===== config.mk =====
export PLATFORM = sky130hd
export DESIGN_NAME = neuron_accumulator_flat
export DESIGN_NICKNAME = d
export VERILOG_FILES = /design/src/rtl/neuron_accumulator_if.sv /design/src/rtl/neuron_accumulator.sv /design/src/flat_wrapper.sv
export SDC_FILE = /design/constraint.sdc
export NUM_CORES = 1
export LEC_CHECK = 0
export ABC_AREA = 0
export BUFFER_PORTS_ARGS = -buffer_cell sky130_fd_sc_hd__clkbuf_2
export CAP_MARGIN = 0
export CORE_UTILIZATION = 45
export CTS_BUF_LIST = sky130_fd_sc_hd__clkbuf_2
export CTS_CLUSTER_DIAMETER = 120
export DETAILED_ROUTE_END_ITERATION = 7
export PLACE_DENSITY = 0.64
export SETUP_SLACK_MARGIN = 0.4
export SLEW_MARGIN = 10
export SYNTH_ARGS = -nofsm -noshare
export SYNTH_HDL_FRONTEND = slang
export SYNTH_SLANG_ARGS = --single-unit

===== constraint.sdc =====
create_clock -name clk -period 4.8 [get_ports clk]
set_clock_uncertainty 0.15 [all_clocks]
set_input_delay 0 -clock clk [delete_from_list [all_inputs] [get_ports clk]]
set_output_delay 0 -clock clk [all_outputs]
set_load 0.02 [all_outputs]

===== src/rtl/neuron_accumulator_if.sv =====
// ---------------------------------------------------------------------------
// neuron_accumulator_if
//   Groups the two streaming handshakes of the neuron accumulator:
//     product stream  : product_data / product_valid  ->  product_ready
//     activation out  : out_data / out_valid          <-  out_ready
//   slave  modport : the accumulator (consumes products, produces activations)
//   master modport : the environment (multiplier upstream + output buffer downstream)
// ---------------------------------------------------------------------------
interface neuron_accumulator_if #(
  parameter int DATA_WIDTH = 32
);
  logic [DATA_WIDTH-1:0] product_data;
  logic                  product_valid;
  logic                  product_ready;
  logic [DATA_WIDTH-1:0] out_data;
  logic                  out_valid;
  logic                  out_ready;

  modport slave (
    input  product_data,
    input  product_valid,
    input  out_ready,
    output product_ready,
    output out_data,
    output out_valid
  );

  modport master (
    output product_data,
    output product_valid,
    output out_ready,
    input  product_ready,
    input  out_data,
    input  out_valid
  );
endinterface


===== src/rtl/neuron_accumulator.sv =====
// ---------------------------------------------------------------------------
// neuron_accumulator
//   Sums NUM_INPUTS signed products per neuron, then adds the bias, applies an
//   arithmetic right shift of FRAC_BITS, optional ReLU and saturation to
//   DATA_WIDTH, and presents one activation on a valid/ready handshake.
//   While an activation is pending the product stream is backpressured.
//
// Ports
//   clk            rising-edge clock
//   reset_n        asynchronous active-low reset
//   clear          synchronous abort: drop partial sum / pending activation
//   bias           signed neuron bias, sampled in the BIAS state
//   product_count  products accepted so far for the current neuron
//   io (slave)     product_data/valid/ready and out_data/valid/ready
// ---------------------------------------------------------------------------
module neuron_accumulator #(
  parameter int DATA_WIDTH = 32,
  parameter int ACC_WIDTH  = 48,
  parameter int NUM_INPUTS = 784,
  parameter int FRAC_BITS  = 0,
  parameter int RELU_EN    = 1
) (
  input  logic                          clk,
  input  logic                          reset_n,
  input  logic                          clear,
  input  logic [DATA_WIDTH-1:0]         bias,
  output logic [$clog2(NUM_INPUTS)-1:0] product_count,
  neuron_accumulator_if.slave           io
);

  localparam int CNT_W = $clog2(NUM_INPUTS);
  // One guard bit so acc + bias can never wrap before saturation.
  localparam int SUM_W = ACC_WIDTH + 1;

  localparam logic signed [SUM_W-1:0] SAT_MAX =
    {{(SUM_W - DATA_WIDTH + 1){1'b0}}, {(DATA_WIDTH - 1){1'b1}}};
  localparam logic signed [SUM_W-1:0] SAT_MIN =
    {{(SUM_W - DATA_WIDTH + 1){1'b1}}, {(DATA_WIDTH - 1){1'b0}}};

  typedef enum logic [1:0] {
    ACCUM = 2'd0,
    BIAS  = 2'd1,
    DONE  = 2'd2
  } state_t;

  state_t                 state_q, state_d;
  logic [ACC_WIDTH-1:0]   acc_q;
  logic [CNT_W-1:0]       cnt_q;
  logic [DATA_WIDTH-1:0]  out_data_q;
  logic                   out_valid_q;

  logic                   accept;
  logic                   last_product;
  logic signed [SUM_W-1:0] biased;
  logic signed [SUM_W-1:0] shifted;
  logic signed [SUM_W-1:0] rectified;
  logic [DATA_WIDTH-1:0]  activation;

  // A product is taken only in ACCUM; clear in the same cycle drops it.
  assign accept       = (state_q == ACCUM) && io.product_valid && !clear;
  assign last_product = (cnt_q == CNT_W'(NUM_INPUTS - 1));

  assign io.product_ready = (state_q == ACCUM);
  assign io.out_data      = out_data_q;
  assign io.out_valid     = out_valid_q;
  assign product_count    = cnt_q;

  // ---------------------------------------------------------------------------
  // Output stage: bias add, rescale, optional ReLU, saturate.
  // ---------------------------------------------------------------------------
  always_comb begin
    // NOTE: every combinational output gets a default first so no path leaves it unassigned (no latch).
    activation = '0;
    biased     = $signed({acc_q[ACC_WIDTH-1], acc_q})
               + $signed({{(SUM_W - DATA_WIDTH){bias[DATA_WIDTH-1]}}, bias});
    shifted    = biased >>> FRAC_BITS;
    rectified  = shifted;
    if ((RELU_EN != 0) && (shifted < 0)) begin
      rectified = '0;
    end
    if (rectified > SAT_MAX) begin
      activation = SAT_MAX[DATA_WIDTH-1:0];
    end else if (rectified < SAT_MIN) begin
      activation = SAT_MIN[DATA_WIDTH-1:0];
    end else begin
      activation = rectified[DATA_WIDTH-1:0];
    end
  end

  // ---------------------------------------------------------------------------
  // FSM: state register + next-state logic
  // ---------------------------------------------------------------------------
  always_ff @(posedge clk or negedge reset_n) begin
    // NOTE: clocked state uses non-blocking assignment so every register samples pre-edge values.
    if (!reset_n) begin
      state_q <= ACCUM;
    end else begin
      state_q <= state_d;
    end
  end

  always_comb begin
    state_d = state_q;
    unique case (state_q)
      ACCUM:   if (accept && last_product) state_d = BIAS;
      BIAS:    state_d = DONE;
      DONE:    if (io.out_ready) state_d = ACCUM;
      default: state_d = ACCUM;
    endcase
    if (clear) begin
      state_d = ACCUM;
    end
  end

  // ---------------------------------------------------------------------------
  // Datapath registers
  // ---------------------------------------------------------------------------
  always_ff @(posedge clk or negedge reset_n) begin
    if (!reset_n) begin
      acc_q       <= '0;
      cnt_q       <= '0;
      out_data_q  <= '0;
      out_valid_q <= 1'b0;
    end else if (clear) begin
      // out_data is left as is: with out_valid low its value is meaningless.
      acc_q       <= '0;
      cnt_q       <= '0;
      out_valid_q <= 1'b0;
    end else begin
      unique case (state_q)
        ACCUM: begin
          if (accept) begin
            acc_q <= acc_q
                   + {{(ACC_WIDTH - DATA_WIDTH){io.product_data[DATA_WIDTH-1]}}, io.product_data};
            cnt_q <= last_product ? '0 : cnt_q + 1'b1;
          end
        end
        BIAS: begin
          out_data_q  <= activation;
          out_valid_q <= 1'b1;
        end
        DONE: begin
          if (io.out_ready) begin
            out_valid_q <= 1'b0;
            acc_q       <= '0;
          end
        end
        default: ;
      endcase
    end
  end

endmodule


===== src/flat_wrapper.sv =====
// flat-port wrapper written by rule: the top's interface ports become plain ports
module neuron_accumulator_flat 
#(
  parameter int DATA_WIDTH = 32,
  parameter int ACC_WIDTH  = 48,
  parameter int NUM_INPUTS = 784,
  parameter int FRAC_BITS  = 0,
  parameter int RELU_EN    = 1
)
  (clk, reset_n, clear, bias, product_count, io_product_data, io_product_valid, io_out_ready, io_product_ready, io_out_data, io_out_valid);
  neuron_accumulator_if #(.DATA_WIDTH(DATA_WIDTH)) io_i ();
  input  logic clk;
  input  logic reset_n;
  input  logic clear;
  input  logic [DATA_WIDTH-1:0] bias;
  output logic [$clog2(NUM_INPUTS)-1:0] product_count;
  input wire logic [$bits(io_i.product_data)-1:0] io_product_data;
  input wire logic [$bits(io_i.product_valid)-1:0] io_product_valid;
  input wire logic [$bits(io_i.out_ready)-1:0] io_out_ready;
  output wire logic [$bits(io_i.product_ready)-1:0] io_product_ready;
  output wire logic [$bits(io_i.out_data)-1:0] io_out_data;
  output wire logic [$bits(io_i.out_valid)-1:0] io_out_valid;
  assign io_i.product_data = io_product_data;
  assign io_i.product_valid = io_product_valid;
  assign io_i.out_ready = io_out_ready;
  assign io_product_ready = io_i.product_ready;
  assign io_out_data = io_i.out_data;
  assign io_out_valid = io_i.out_valid;
  neuron_accumulator #(.DATA_WIDTH(DATA_WIDTH), .ACC_WIDTH(ACC_WIDTH), .NUM_INPUTS(NUM_INPUTS), .FRAC_BITS(FRAC_BITS), .RELU_EN(RELU_EN)) u_core (.clk(clk), .reset_n(reset_n), .clear(clear), .bias(bias), .product_count(product_count), .io(io_i));
endmodule

==> summary.md <==
| Metric | Value |
|---|---|
| Status | finished clean |
| Layout Area Growth over Synthesis | 20.7% |
| Sw Pwr | about 1.6 mW |
| Die Wd | 145 µm |
| WL final | 28100 µm |
| Cts bufs inserted | 9 |
| Minimum clock period | 4070 ps |
| Routed len/inst | 17.1 µm |
| Internal power | 1.82 mW |
| Yosys reg bits | between 90 and 100 |
| Final instance area | between 10000 and 15000 µm² |
| Design Power | between 3 and 4 mW |
| Synthesized area | roughly 9300 µm² |
| Routed vias/inst | 5.87 |
| Finish-stage setup viols | 0 |
| Largest net degree at the start of global routing | 56 |
| Pwr Density | 305 nW/µm² |
| Fin cells | about 1600 |
| Core outline area | roughly 20000 µm² |
| RSZ-0062 raised after global routing | no |
| YS warnings | 0 |
| Synth Area in Adders | 13.4% |
| Gate power share | roughly three fifths |
| Clock group share of total power | 12.3% |
| Mapped Nets | about 1300 |
| Largest family of logic cells by synthesized area | compound AO/OA/AOI/OAI gates |
| Worst Tran Pin Value | 989 ps |
| Post-synth EDFFs | 0 |
| Clk_lat worst skew | 650 ps |
| Gr usage total | a little over a quarter |
| Setup WS pre-CTS | 759 ps |
| Utilization after layout | ~55% |
| Max VDD drop | 0.151 mV |
| Dpl cells | about 1500 |
| Fmax | 0.246 GHz |
| Final net count | roughly 1500 |
| Data arrival, critical path | roughly 4500 ps |
| Simple-gate share of the synthesized area | 17.9% |
| Antenna Nets Post-Route | 0 |
| CP peak stage delay | 480 ps |
| Post-synthesis mux area share | 0.771% |
| XOR/XNOR Fraction of Synth Area | roughly 7.0% |
| Grt ovf | 0 |
| Cells along the critical path | ha_1 -> inv_1 -> fa_1 -> nand2b_1 -> a21oi_1 -> o41ai_1 -> a21oi_2 -> o21ai_1 -> o31ai_1 -> xnor2_1 -> o2111ai_1 -> nor4_4 -> buf_6 -> a31oi_1 |
| First-pass GRT wire length | ~46000 µm |
| Cells after Synth | 1182 |
| Placed inst area | approximately 10000 µm² |
| Worst slew margin | approximately a third |
| Setup TNS | 0 ps |
| Seq/Total Area, Yosys | roughly a quarter |
| Max-slew violations | 0 |
| Worst setup margin | ~730 ps |
| Min-Delay Path Class | in2reg |
| Port Buffers | 112 |
| Clock sink total | just over 90 |
| Rows | 52 |
| Critical path startpoint category | register |
| Worst endpoint required time | 5210 ps |
| Area of the die | about 21000 µm² |
| Initial antenna violation count | 1 |
| Final Hold Fails | 0 |
| Layout cells sized above 1 | between 10 and 15% |
| 1st-iter DRT viols | 789 |
| CTS Buffer Depth | 2 |
| Leakage power | 5.26 nW |
| Top Ports | ~110 |
| Net switching fraction of the power | 46.5% |
| Synth top area share | 25.1% |
| Distinct cell type count of the synthesized netlist | 67 |
| Slowest cell on crit path | dfrtp_1 |
| Tcrit/Tclk final | between 80 and 90% |
| Cell taking the most area after synthesis | dfrtp_1 |
| Final HPWL DP | about 21000 µm |
| Hold slack | about 74 ps |
| Clock root buffer | clkbuf_2 |
| Seq pwr share | 28.2% |
| Drt first pass iters | 7 |
| Crit end category | register |
| Initial core utilization | a little under half |
| Setup Crit Path Kind | reg2reg |
| Compound-Gate Fraction of Synth Area | roughly a third |
| Max cap viols | 0 |
| Synth area leaders | dfrtp_1 (25%), ha_1 (13%), a21oi_1 (7.7%) |
| Reg clk slew, reported paths | ~320 ps |
| Most common flop cell mapped by yosys | dfrtp_1 |
| Critical Path Fanout Max | 31 |
| DR vias | ~9600 |
| Post-synth ARST share | 100% |
| Vias in the first global route | around 9000 |
| DRC Markers | 0 |
| Routability Congestion | about 0.95 |
| CTS tree | yes |
| H-tree levels | 3 |
| Mean post-synth cell area | approximately 8 µm² |
| Die H | 145 µm |
-- placed cells by master (no fill, tap or decap), types with 8 or more instances in the layout --
| master | n |
|---|---|
| a21oi_1 | 142 |
| nand2_1 | 133 |
| clkbuf_2 | 120 |
| o21ai_0 | 106 |
| dlygate4sd3_1 | 103 |
| ha_1 | 96 |
| dfrtp_1 | 93 |
| nor2_1 | 76 |
| a21o_1 | 48 |
| a31oi_1 | 40 |
| xnor2_1 | 40 |
| xor2_1 | 34 |
| inv_1 | 30 |
| nand4_1 | 25 |
| nor3_1 | 25 |
| nand3_1 | 23 |
| nand2b_1 | 20 |
| o211ai_1 | 16 |
| o21a_1 | 14 |
| o21bai_1 | 13 |
| a211oi_1 | 12 |
| buf_4 | 11 |
| o31ai_1 | 10 |
| a22o_1 | 8 |
-- metal layers --
metal	share of wire [%]	GRT usage [%]	vias up
li1	-	-	4769
met1	49	39.1	4458
met2	42	39.7	321
met3	5.6	3.01	64
met4	3.5	11.4	0
met5	0	0	-
-- synth_stat cells (all sizes together) (8+ instances only) --
master,n
a21o,50
o21ai,111
nand2b,20
o21bai,13
xnor2,40
inv,30
nor3,25
a31oi,40
a22o,8
ha,96
o31ai,10
o211ai,16
a21oi,143
nand4,25
nor4,8
a211o,8
dfrtp,93
clkbuf,49
xor2,34
buf,10
nand2,133
nor2,77
nand3,23
a211oi,13
o21a,14
-- power groups by stage --
stage	clock network [mW]	registers, mW	logic (mW)
after floorplan	0	0.950	1.36
after global placement	0	0.967	1.78
after detailed placement	0	0.971	1.78
after CTS	0.434	0.956	1.98
after global routing	0.463	0.969	2.24
final	0.418	0.959	2.03
-- critical path: cells and delay by family (launching register included) --
kind | cells | cell delay (ps)
DFF | 1 | 480
AOI/OAI and AO/OA | 7 | 1670
adders and majority gates | 2 | 620
and+or+nand+nor | 2 | 480
xor gates and xnor gates | 1 | 210
buffers and inverters | 2 | 350
-- path summary, 6_finish.rpt --
check | startpoint | endpoint | slack [ps] | cells after the start
setup reg to reg | u_core.acc_q[0] | u_core.io.out_data[13] | 730 | 14
hold / removal | io_product_data[0] | u_core.acc_q[0] | 70 | 4
min in group asynchronous | reset_n | u_core.io.out_data[12] | 290 | 4
hold reg to reg | u_core.io.out_data[31] | u_core.io.out_data[31] | 390 | 1
setup / recovery | u_core.acc_q[0] | u_core.io.out_data[13] | 730 | 14
max in group asynchronous | reset_n | u_core.acc_q[15] | 3730 | 4
-- what timing repair did --
item                       in CTS  in global routing
hold endpoints to repair      184                  0
hold buffers                  104                  0
gates resized for setup         0                  1
setup endpoints to repair       0                 27
buffers inserted                0                  2
-- final cells by class --
type	count	area, µm²
Multi-Input combinational cell	1000	6570
Fill cell	1913	9000
Clock buffer	9	45.0
Tap cell	270	338
Sequential cell	93	2330
Antenna cell	1	2.50
Clock inverter	7	67.6
Inverter	30	113
Timing Repair Buffer	227	1710
-- flip-flops by register name, summed over array words and instances (netlist names) --
register and count:
u_core.io.out_data 32, u_core.state_q 2, u_core.io.out_valid 1, u_core.acc_q 48, u_core.product_count 10
-- logic make-up (layout without fill, tap and decap cells) --
group	after synthesis	in the layout
AND/OR/NAND/NOR	352	352
other	0	1
adder cells (fa/ha/maj)	98	98
buffers and inverters	89	273
AO/OA/AOI/OAI	469	469
flip-flops	93	93
XOR/XNOR	74	74
multiplexers	7	7
Note: power is estimated with default switching activity, not from simulation.
